===== src/rtl/sdram_arbiter.sv =====
// Round-robin arbiter sharing one SDRAM controller port; one word per grant, 3+ cycles per transaction.
// Requesters hold req_valid until req_ack; `define ARB_VGA_PRIORITY_EN gives port 0 absolute priority.
module sdram_arbiter #(
  parameter int NUM_PORTS = 4,
  parameter int ADDR_W    = 26,
  parameter int DATA_W    = 32
) (
  input  logic                            clock,
  input  logic                            reset,
  input  logic [NUM_PORTS-1:0]            req_valid,
  input  logic [NUM_PORTS-1:0]            req_write,
  input  logic [NUM_PORTS*ADDR_W-1:0]     req_addr,
  input  logic [NUM_PORTS*DATA_W-1:0]     req_wdata,
  input  logic [NUM_PORTS*(DATA_W/8)-1:0] req_wmask,
  output logic [NUM_PORTS-1:0]            req_ack,
  output logic [DATA_W-1:0]               req_rdata,
  output logic                            mem_req,
  output logic                            mem_write,
  output logic [ADDR_W-1:0]               mem_addr,
  output logic [DATA_W-1:0]               mem_wdata,
  output logic [DATA_W/8-1:0]             mem_wmask,
  input  logic                            mem_ack,
  input  logic [DATA_W-1:0]               mem_rdata,
  output logic [$clog2(NUM_PORTS)-1:0]    grant_id,
  output logic                            busy
);

  localparam int GW = $clog2(NUM_PORTS);
  localparam int MW = DATA_W / 8;

  typedef enum logic [1:0] {IDLE, BUSY, DONE} state_t;

  typedef struct packed {
    logic              write;
    logic [ADDR_W-1:0] addr;
    logic [DATA_W-1:0] wdata;
    logic [MW-1:0]     wmask;
  } cmd_t;

  state_t          state, state_nxt;
  cmd_t            cmd_q;
  logic [GW-1:0]   last_grant;
  logic [GW-1:0]   sel_id;
  logic [GW-1:0]   win_id;
  logic            sel_vld;
  logic            win_vld;
  logic            vga_win;

  function automatic logic [GW-1:0] rr_idx(input logic [GW-1:0] base, input int off);
    int sum;
    sum = int'(base) + off;
    if (sum >= NUM_PORTS) sum = sum - NUM_PORTS;
    return sum[GW-1:0];
  endfunction

  // Walk from farthest to nearest so the port closest after last_grant wins.
  always_comb begin
    sel_vld = 1'b0;
    sel_id  = '0;
    for (int i = NUM_PORTS; i >= 1; i--) begin
      if (req_valid[rr_idx(last_grant, i)]) begin
        sel_vld = 1'b1;
        sel_id  = rr_idx(last_grant, i);
      end
    end
  end

`ifdef ARB_VGA_PRIORITY_EN
  assign vga_win = req_valid[0];
`else
  assign vga_win = 1'b0;
`endif

  assign win_vld = vga_win | sel_vld;
  assign win_id  = vga_win ? '0 : sel_id;

  always_ff @(posedge clock) begin
    if (reset) state <= IDLE;
    else       state <= state_nxt;
  end

  always_comb begin
    state_nxt = state;
    case (state)
      IDLE:    if (win_vld) state_nxt = BUSY;
      BUSY:    if (mem_ack) state_nxt = DONE;
      DONE:    state_nxt = IDLE;
      default: state_nxt = IDLE;
    endcase
  end

  always_ff @(posedge clock) begin
    if (reset) begin
      last_grant <= GW'(NUM_PORTS - 1);
      grant_id   <= '0;
      cmd_q      <= '0;
      req_rdata  <= '0;
    end else begin
      if (state == IDLE && win_vld) begin
        grant_id    <= win_id;
        // Priority grants to port 0 leave the rotation of the other ports untouched.
        if (!vga_win) last_grant <= win_id;
        cmd_q.write <= req_write[win_id];
        cmd_q.addr  <= req_addr[int'(win_id)*ADDR_W +: ADDR_W];
        cmd_q.wdata <= req_wdata[int'(win_id)*DATA_W +: DATA_W];
        cmd_q.wmask <= req_wmask[int'(win_id)*MW +: MW];
      end
      if (state == BUSY && mem_ack) req_rdata <= mem_rdata;
    end
  end

  always_comb begin
    req_ack = '0;
    if (state == DONE) req_ack[grant_id] = 1'b1;
  end

  assign mem_req   = (state == BUSY);
  assign busy      = (state != IDLE);
  assign mem_write = cmd_q.write;
  assign mem_addr  = cmd_q.addr;
  assign mem_wdata = cmd_q.wdata;
  assign mem_wmask = cmd_q.wmask;

endmodule


===== config.mk =====
export PLATFORM = sky130hd
export DESIGN_NAME = sdram_arbiter
export DESIGN_NICKNAME = d
export VERILOG_FILES = /design/src/rtl/sdram_arbiter.sv
export SDC_FILE = /design/constraint.sdc
export NUM_CORES = 1
export LEC_CHECK = 0
export BUFFER_PORTS_ARGS = -buffer_cell sky130_fd_sc_hd__buf_4
export CORE_AREA = 2 2 155 157
export CTS_CLUSTER_DIAMETER = 40
export DETAILED_ROUTE_END_ITERATION = 10
export DIE_AREA = 0 0 157 159
export GPL_TIMING_DRIVEN = 0
export HOLD_SLACK_MARGIN = 0.02
export PLACE_DENSITY = 0.58
export SLEW_MARGIN = 10
export SYNTH_ARGS = -nofsm -noshare
export SYNTH_HDL_FRONTEND = slang
export SYNTH_SLANG_ARGS = --single-unit

===== constraint.sdc =====
create_clock -name clock -period 2.8 [get_ports clock]
set_clock_uncertainty 0.15 [all_clocks]
set_input_delay 0.28 -clock clock [delete_from_list [all_inputs] [get_ports clock]]
set_output_delay 0.28 -clock clock [all_outputs]
set_load 0.05 [all_outputs]

==> results of run 1 <==
## worst reg2reg max path, stage by stage (launching register included)
cell and delay (ns):
dfxtp_1 0.31, clkbuf_1 0.27, a21o_1 0.13, clkbuf_1 0.50, clkbuf_1 0.43, nand4_1 0.15, a211o_1 0.33, o211ai_1 0.10
## metrics by stage
| step | setup WS, ns | hold WS (ns) |
|---|---|---|
| finish | 0.379 | 0.0357 |
| global route | 0.206 | 0.0345 |
| CTS | 0.382 | 0.0200 |
| detailed placement | 0.209 | 0.297 |
| global placement | 0.225 | 0.292 |
| floorplan | 0.0797 | 0.266 |
## state kept, by name, indices dropped and copies added, names as in the netlist
register	count
state	2
mem_addr	26
req_rdata	32
last_grant	2
grant_id	2
mem_wdata	32
mem_write	1
mem_wmask	4
## layer usage
metal | vias to the layer above | part of all wire (%) | routed length [um]
li1 | 3540 | - | -
met1 | 3391 | 40 | 10900
met2 | 344 | 48 | 13300
met3 | 48 | 9.3 | 2550
met4 | 0 | 3.0 | 815
met5 | - | 0 | 0
## report_power, final
part / internal [uW] / leakage, uW / switching (uW)
combinational: 887 / 0.00344 / 1430
clock: 720 / 0.000155 / 664
sequential: 1620 / 0.000830 / 98.4
## area by class of cell
type / instances / area (um^2) / share of cell area, %
diodes: 1 / 2.50 / 0.0257
plain buffers: 85 / 374 / 3.84
clock buffers: 9 / 225 / 2.31
clock inverters: 7 / 92.6 / 0.951
inverters: 1 / 3.75 / 0.0386
multi-input cells: 518 / 3430 / 35.2
flip-flops and latches: 101 / 2020 / 20.8
well taps: 319 / 399 / 4.10
repair buffers: 417 / 3190 / 32.8
## worst min-delay path by stage
stage	cells past startpoint	endpoint	slack [ns]	start
after CTS	3	req_rdata[26]	0.02	mem_rdata[26]
after detailed placement	2	req_rdata[29]	0.30	req_rdata[29]
after floorplan	2	req_rdata[0]	0.27	mem_rdata[0]
final	3	req_rdata[25]	0.04	mem_rdata[25]
after global placement	2	req_rdata[3]	0.29	req_rdata[3]
after global routing	3	req_rdata[25]	0.03	mem_rdata[25]
## Yosys cell counts (all sizes together)
library cell	count	share of area, %
clkbuf	49	3.4
nand3	1	0.17
nor4bb	2	0.34
and2b	1	0.13
nand4	63	6.8
inv	1	0.064
nand2b	3	0.32
o21a	2	0.26
dfxtp	101	35
and4b	1	0.17
nor2b	2	0.21
and2	2	0.26
o211ai	63	8.1
nor3	3	0.26
mux2i	63	11
o21ai	2	0.24
nor4b	1	0.15
o21bai	1	0.13
a21oi	37	3.2
nor2	8	0.64
or4	1	0.13
a211o	63	9.5
a21o	1	0.13
nor4	1	0.11
nand2	133	8.6
buf	36	3.0
o31ai	63	8.1
o22ai	1	0.11
## logic make-up (layout without fill, tap and decap cells)
group                  Yosys count  in the layout  synth area share, %
AO/OA/AOI/OAI                  233            233                 29.7
buffers and inverters           86            519                 6.49
multiplexers                    63             63                 10.8
other                            0              1                    0
AND/OR/NAND/NOR                222            222                 18.2
flip-flops                     101            101                 34.7
==> flow_summary.ini, run 1 <==
[power_and_ir_drop]
power.density_nw_per_um2 = 557
cellLeakagePower_uw = 0.00442
irDropWorstVdd_uv = 277
power_uw = 5420

[worst_setup_path]
r2r_slack_ns = 0.38
reg2reg_depth = 7
crit_slowest_cell = clkbuf_1
r2r_start = last_grant[1]
crit_start = last_grant[1]
slowest_delay_ns = 0.50
cp_num_buf_inv = 3
required_ns = 2.93
crit_end = mem_wdata[5]
path_depth = 7
cp-start-kind = flip-flop
critical-path-top-delay-family = buffers and inverters
critPathCaptureType = flip-flop
crit_fanout = 10
cp_data_arrival_time_ns = 2.55
path_class = reg -> reg
crit_top_cell = clkbuf_1
rr_endpoint = mem_wdata[5]
cp_cell_sequence = clkbuf_1, a21o_1, clkbuf_1, clkbuf_1, nand4_1, a211o_1, o211ai_1

[timing]
setup_violations = 0
relSlewSlack_pct = 17.6
rsz0062_at_grt = false
period_share_pct = 86.5
finalHoldViolCount = 0
slew_violations = 0
fin_crit_ns = 2.42
max_freq_mhz = 413
fin_setup_tns_ns = 0
worst_pin_slew_ns = 1.23

[global_route]
antenna_found_initial = 1
grt_pass1_wl_mm = 40.8
top_usage_layer = met2
grt.met2_usage_pct = 35.8
grt_pass1_vias = 7283
use_met3_pct = 6.31
grt_max_degree = 20
grtUsageMet1_pct = 24.2
grt_overflow_total = 0
grt_usage_pct = 20.9

[clocking]
numCtsBuffers = 9
cts-root-buf = clkbuf_16
cts_tree = done
ctsHoldBuffers = 24
post_cts_buffers = 0
htreeDepth = 3
ctsLongestPathBuffers = 2
insertion_delay_ns = 0.35
cts.clk_slew.worst_paths_ns = 0.08
cts_resized = 0
cts.sinks = 101

[floorplan]
die-width_um = 157
dieArea_um2 = 25000
die_h_um = 159
boundaryPins = 394
start_util_pct = 25.1
core_um2 = 23200
num_rows = 56

[detailed_routing]
wl_per_cell_um = 18.9
first_pass_iters = 5
drt_iter0_markers = 420
finalWirelength_mm = 27.5
postRouteAntennaNets = 0
vias_per_cell = 5.02
vias = 7323
drc = 0

[layout]
fillers = 2403
area_growth_pct = 67.1
fin_cells = 1458
fin_util_pct = 42.0
finalInstanceArea_um2 = 9740
most-common-layout-cells = buf_4 (396), nand2_1 (133), dfxtp_1 (101)
fin_nets = 1424
drive_above_1_share_pct = 38.9
final_common_cell = buf_4

[placement]
dp_cells = 1417
io_buffers = 393
dpl.hpwl_mm = 21.1
routabilityCongestion = 0.807
post_dp_cell_area_um2 = 9180

[logic_synthesis]
syn_nets = 996
netlist_instances = 705
synthDistinctLibCells = 34
synth_seq_cells = 101
syn_avg_cell_area_um2 = 8.26
synth-seq-area-share_pct = 34.7
yosysWarnings = 0
syn-cell-area_um2 = 5830

[run_status]
status = complete, no violations

[run]
maxCapViolCount = 0

[hold_path]
hold_path_class = in -> reg
No activity file was read; power rests on OpenSTA's default activity.
==> run 2: changes to the inputs <==
--- a/config.mk
+++ b/config.mk
@@ -12,7 +12,7 @@
 export DIE_AREA = 0 0 157 159
 export GPL_TIMING_DRIVEN = 0
 export HOLD_SLACK_MARGIN = 0.02
-export PLACE_DENSITY = 0.58
+export PLACE_DENSITY = 0.53
 export SLEW_MARGIN = 10
 export SYNTH_ARGS = -nofsm -noshare
 export SYNTH_HDL_FRONTEND = slang
==> flow_summary.ini, run 2 (synthesis results as in run 1) <==
[clocking]
cts.sinks = 101
cts_tree = done
post_cts_buffers = 0
ctsLongestPathBuffers = 2
insertion_delay_ns = 0.35
cts.clk_slew.worst_paths_ns = 0.08
ctsHoldBuffers = 30
cts-root-buf = clkbuf_16
cts_resized = 0
htreeDepth = 3
numCtsBuffers = 9

[timing]
finalHoldViolCount = 0
fin_setup_tns_ns = 0
worst_pin_slew_ns = 1.24
max_freq_mhz = 399
fin_crit_ns = 2.51
slew_violations = 0
period_share_pct = 89.6
rsz0062_at_grt = false
setup_violations = 0
relSlewSlack_pct = 16.9

[floorplan]
die_h_um = 159
start_util_pct = 25.1
die-width_um = 157
num_rows = 56
dieArea_um2 = 25000
core_um2 = 23200
boundaryPins = 394

[power_and_ir_drop]
clock_power_share_pct = 24.1
internal-power_uw = 3160
switching_share_pct = 40.8
irDropWorstVdd_uv = 250
cellLeakagePower_uw = 0.00443
comb_power_share_pct = 43.6
power.density_nw_per_um2 = 547
power_uw = 5340
switching_power_uw = 2180
seqPwrFrac_pct = 32.3

[detailed_routing]
vias = 7288
vias_per_cell = 4.98
wl_per_cell_um = 18.9
drc = 0
postRouteAntennaNets = 0
drt_iter0_markers = 406
first_pass_iters = 5
finalWirelength_mm = 27.7

[worst_setup_path]
cp_data_arrival_time_ns = 2.63
r2r_slack_ns = 0.29
critPathCaptureType = flip-flop
cp-start-kind = flip-flop
crit_fanout = 10
crit_start = last_grant[1]
rr_endpoint = mem_addr[15]
path_class = reg -> reg
r2r_start = last_grant[1]
reg2reg_depth = 7
required_ns = 2.92

[hold_path]
min_from = mem_rdata[12]
whs_endpoint = req_rdata[12]
hold_path_class = in -> reg
hold_path_depth = 3

[global_route]
grt_pass1_vias = 7334
antenna_found_initial = 0
grt_overflow_total = 0
grt_max_degree = 19
grt_pass1_wl_mm = 41.2
grt_usage_pct = 21.3

[layout]
n_antenna_cell = 0
drive_above_1_share_pct = 38.7
fin_nets = 1430
area_growth_pct = 67.7
final_common_cell = buf_4
most-common-layout-cells = buf_4 (396), nand2_1 (133), dfxtp_1 (101)

[run_status]
status = complete, no violations

[placement]
io_buffers = 393
routabilityCongestion = 0.788
dpl.hpwl_mm = 21.0

[run]
maxCapViolCount = 0
[run 2: cell types whose count changed in the layout (fill, tap and decap cells not counted)]
cell	before	now
inv_8	1	2
inv_6	2	1
clkinvlp_4	0	2
clkinv_8	1	0
diode_2	1	0
clkinv_4	2	1
clkbuf_8	0	1
dlygate4sd3_1	24	30
bufinv_16	1	0
[run 2: final cells by class]
class,count,area (um^2)
clock inverters,6,55.1
inverters,1,3.75
fillers,2413,13400
repair buffers,423,3250
plain buffers,85,374
multi-input cells,518,3430
flip-flops and latches,101,2020
clock buffers,10,239
well taps,319,399
[run 2: how the worst max path moves through the flow]
stage                     to  slack (ns)  cells past startpoint
2_1_floorplan     req_ack[1]        0.08                      1
3_3_place_gp    mem_addr[15]        0.25                      6
3_5_place_dp    mem_addr[15]        0.23                      6
4_1_cts         mem_addr[15]        0.34                      7
5_1_grt        mem_wdata[27]        0.12                      7
6_report        mem_addr[15]        0.29                      7
[run 2: metrics by stage]
stage	utilization (%)	hold WS (ns)	area (um^2)	instances	setup slack, ns
floorplan	-	0.266	5830	705	0.0797
global placement	39.6	0.293	9180	1417	0.248
detailed placement	39.6	0.297	9180	1417	0.229
CTS	42.1	0.0279	9770	1463	0.343
global route	42.1	0.0552	9770	1463	0.117
finish	42.1	0.0440	9770	1463	0.291
[run 2: power by group through the flow]
stage | combinational (uW) | sequential (uW) | clock, uW
final | 2330 | 1720 | 1290
after global routing | 2470 | 1750 | 1400
after CTS | 2340 | 1720 | 1340
after detailed placement | 2300 | 1760 | 0
after global placement | 2300 | 1750 | 0
after floorplan | 797 | 2350 | 0
[run 2: layer usage]
metal | part of all wire [%] | GRT usage [%] | vias up | wire length (um)
li1 | - | - | 3562 | -
met1 | 40 | 24.7 | 3368 | 11000
met3 | 9.3 | 6.51 | 28 | 2570
met2 | 50 | 37.9 | 330 | 13800
met5 | 0 | 0 | - | 0
met4 | 1.5 | 5.21 | 0 | 414
[run 2: critical path, stage by stage (launching register included)]
cell and delay [ns]:
dfxtp_1 0.31, clkbuf_1 0.26, a21o_1 0.12, clkbuf_1 0.58, clkbuf_1 0.41, nand4_1 0.22, a211o_1 0.31, o211ai_1 0.08
==> run 3: changes to the inputs <==
==> config.mk (replaced) <==
export PLATFORM = sky130hd
export DESIGN_NAME = sdram_arbiter
export DESIGN_NICKNAME = d
export VERILOG_FILES = /design/src/rtl/sdram_arbiter.sv
export SDC_FILE = /design/constraint.sdc
export NUM_CORES = 1
export LEC_CHECK = 0
export BUFFER_PORTS_ARGS = -buffer_cell sky130_fd_sc_hd__buf_2
export CORE_AREA = 2 2 153 155
export CTS_CLUSTER_DIAMETER = 40
export DETAILED_ROUTE_END_ITERATION = 10
export DIE_AREA = 0 0 155 157
export GPL_TIMING_DRIVEN = 0
export HOLD_SLACK_MARGIN = 0.02
export PLACE_DENSITY = 0.54
export SLEW_MARGIN = 10
export SYNTH_ARGS = -nofsm -noshare
export SYNTH_HDL_FRONTEND = slang
export SYNTH_SLANG_ARGS = --single-unit
==> constraint.sdc (replaced) <==
create_clock -name clock -period 2.4 [get_ports clock]
set_clock_uncertainty 0.15 [all_clocks]
set_input_delay 0.24 -clock clock [delete_from_list [all_inputs] [get_ports clock]]
set_output_delay 0.24 -clock clock [all_outputs]
set_load 0.05 [all_outputs]
==> flow_summary.ini, run 3 (synthesis results as in run 1) <==
[run_status]
status = complete, no violations

[layout]
drive_above_1_share_pct = 39.0
fin_nets = 1431
final_common_cell = buf_2
fin_cells = 1431
most-common-layout-cells = buf_2 (416), nand2_1 (133), dfxtp_1 (101)
area_growth_pct = 50.4

[global_route]
antenna_found_initial = 7
grt_overflow_total = 0
grt_usage_pct = 20.4
grt_pass1_wl_mm = 38.6
grt_pass1_vias = 7022
grt_max_degree = 19

[detailed_routing]
postRouteAntennaNets = 0
vias_per_cell = 5.07
finalWirelength_mm = 26.3
vias = 7260
drc = 0
drt_iter0_markers = 462
first_pass_iters = 5
wl_per_cell_um = 18.4

[power_and_ir_drop]
irDropWorstVdd_uv = 382
cellLeakagePower_uw = 0.00419
power.density_nw_per_um2 = 674
power_uw = 5910

[timing]
rsz0062_at_grt = false
slew_violations = 0
setup_violations = 0
worst_pin_slew_ns = 1.29
period_share_pct = 94.9
relSlewSlack_pct = 13.3
finalHoldViolCount = 0
max_freq_mhz = 439
postLayoutSetupSlackWorst_ns = 0.123
hold_slack_ns = 0.0415
fin_crit_ns = 2.28

[clocking]
post_cts_buffers = 0
cts_tree = done
insertion_delay_ns = 0.35
htreeDepth = 3
ctsLongestPathBuffers = 2
cts.clk_slew.worst_paths_ns = 0.08
cts-root-buf = clkbuf_16
cts.sinks = 101
numCtsBuffers = 9

[placement]
post-place-ws_ns = -0.0948
routabilityCongestion = 0.829
dp_cells = 1383
dpl.hpwl_mm = 20.0
io_buffers = 393

[floorplan]
die-width_um = 155
die_h_um = 157
boundaryPins = 394
dieArea_um2 = 24300
start_util_pct = 25.9
num_rows = 55
core_um2 = 22500

[worst_setup_path]
crit_slowest_cell = dfxtp_1
crit_fanout = 10
cp_data_arrival_time_ns = 2.34
critPathCaptureType = flip-flop
cp_cell_sequence = and2b_1, o21a_1, nor3_1, buf_4, clkbuf_4, mux2i_1, o211ai_1
required_ns = 2.46
path_class = reg -> reg
cp_num_buf_inv = 2
cp-start-kind = flip-flop
critical-path-top-delay-family = buffers and inverters
slowest_delay_ns = 0.34

[hold_path]
hold_path_class = in -> reg

[run]
maxCapViolCount = 0
## run 3: changes by cell type in the layout (fill, tap and decap cells not counted), moves of 2 or more
cell,before,now
buf_2,23,416
buf_4,396,3
clkbuf_1,45,41
clkbuf_2,0,3
clkinvlp_4,2,0
dlygate4sd3_1,30,32
inv_6,1,3
## run 3: layout make-up
| class | instances | area, um^2 |
|---|---|---|
| Sequential cell | 101 | 2020 |
| Antenna cell | 1 | 2.50 |
| Tap cell | 285 | 357 |
| Buffer | 84 | 374 |
| Timing Repair Buffer | 425 | 2290 |
| Inverter | 1 | 3.75 |
| Clock buffer | 10 | 229 |
| Multi-Input combinational cell | 518 | 3430 |
| Clock inverter | 6 | 51.3 |
| Fill cell | 2397 | 13700 |
## run 3: metrics by stage
| step | TNS [ns] | utilization, % | area [um^2] |
|---|---|---|---|
| 3_5_place_dp | -1.78 | 36.2 | 8150 |
| 4_1_cts | 0 | 38.9 | 8750 |
| 3_3_place_gp | -7.68 | 36.2 | 8150 |
| 2_1_floorplan | -0.779 | - | 5830 |
| 6_report | 0 | 38.9 | 8760 |
| 5_1_grt | 0 | 38.9 | 8760 |
## run 3: power breakdown
part | internal (uW) | switching [uW]
Clock | 725 | 717
Combinational | 797 | 1670
Sequential | 1890 | 108
## run 3: metal layers
| layer | global-route usage [%] | up-vias | wire [um] |
|---|---|---|---|
| met5 | 0 | - | 64 |
| met4 | 6.57 | 10 | 669 |
| met3 | 5.70 | 53 | 2230 |
| met2 | 35.1 | 337 | 12600 |
| met1 | 24.5 | 3297 | 10700 |
| li1 | - | 3563 | - |
## run 3: path summary, 6_finish.rpt
| kind | from | endpoint | slack [ns] | cells after the start |
|---|---|---|---|---|
| setup / recovery | last_grant[0] | mem_addr[23] | 0.12 | 7 |
| hold / removal | mem_rdata[20] | req_rdata[20] | 0.04 | 3 |
| setup reg to reg | last_grant[0] | mem_addr[23] | 0.12 | 7 |
| hold reg to reg | req_rdata[9] | req_rdata[9] | 0.31 | 2 |
## run 3: worst register-to-register path, delay by kind of cell (launching register included)
kind                   cells  cell delay [ns]
buffers and inverters      2             0.57
AOI/OAI and AO/OA          2             0.33
muxes                      1             0.33
and+or+nand+nor            2             0.42
DFF                        1             0.34
## run 3: timing repair
item,CTS,global route
endpoints found under the setup margin,24,35
hold endpoints to repair,32,0
resized for setup,0,9
hold buffers,32,0
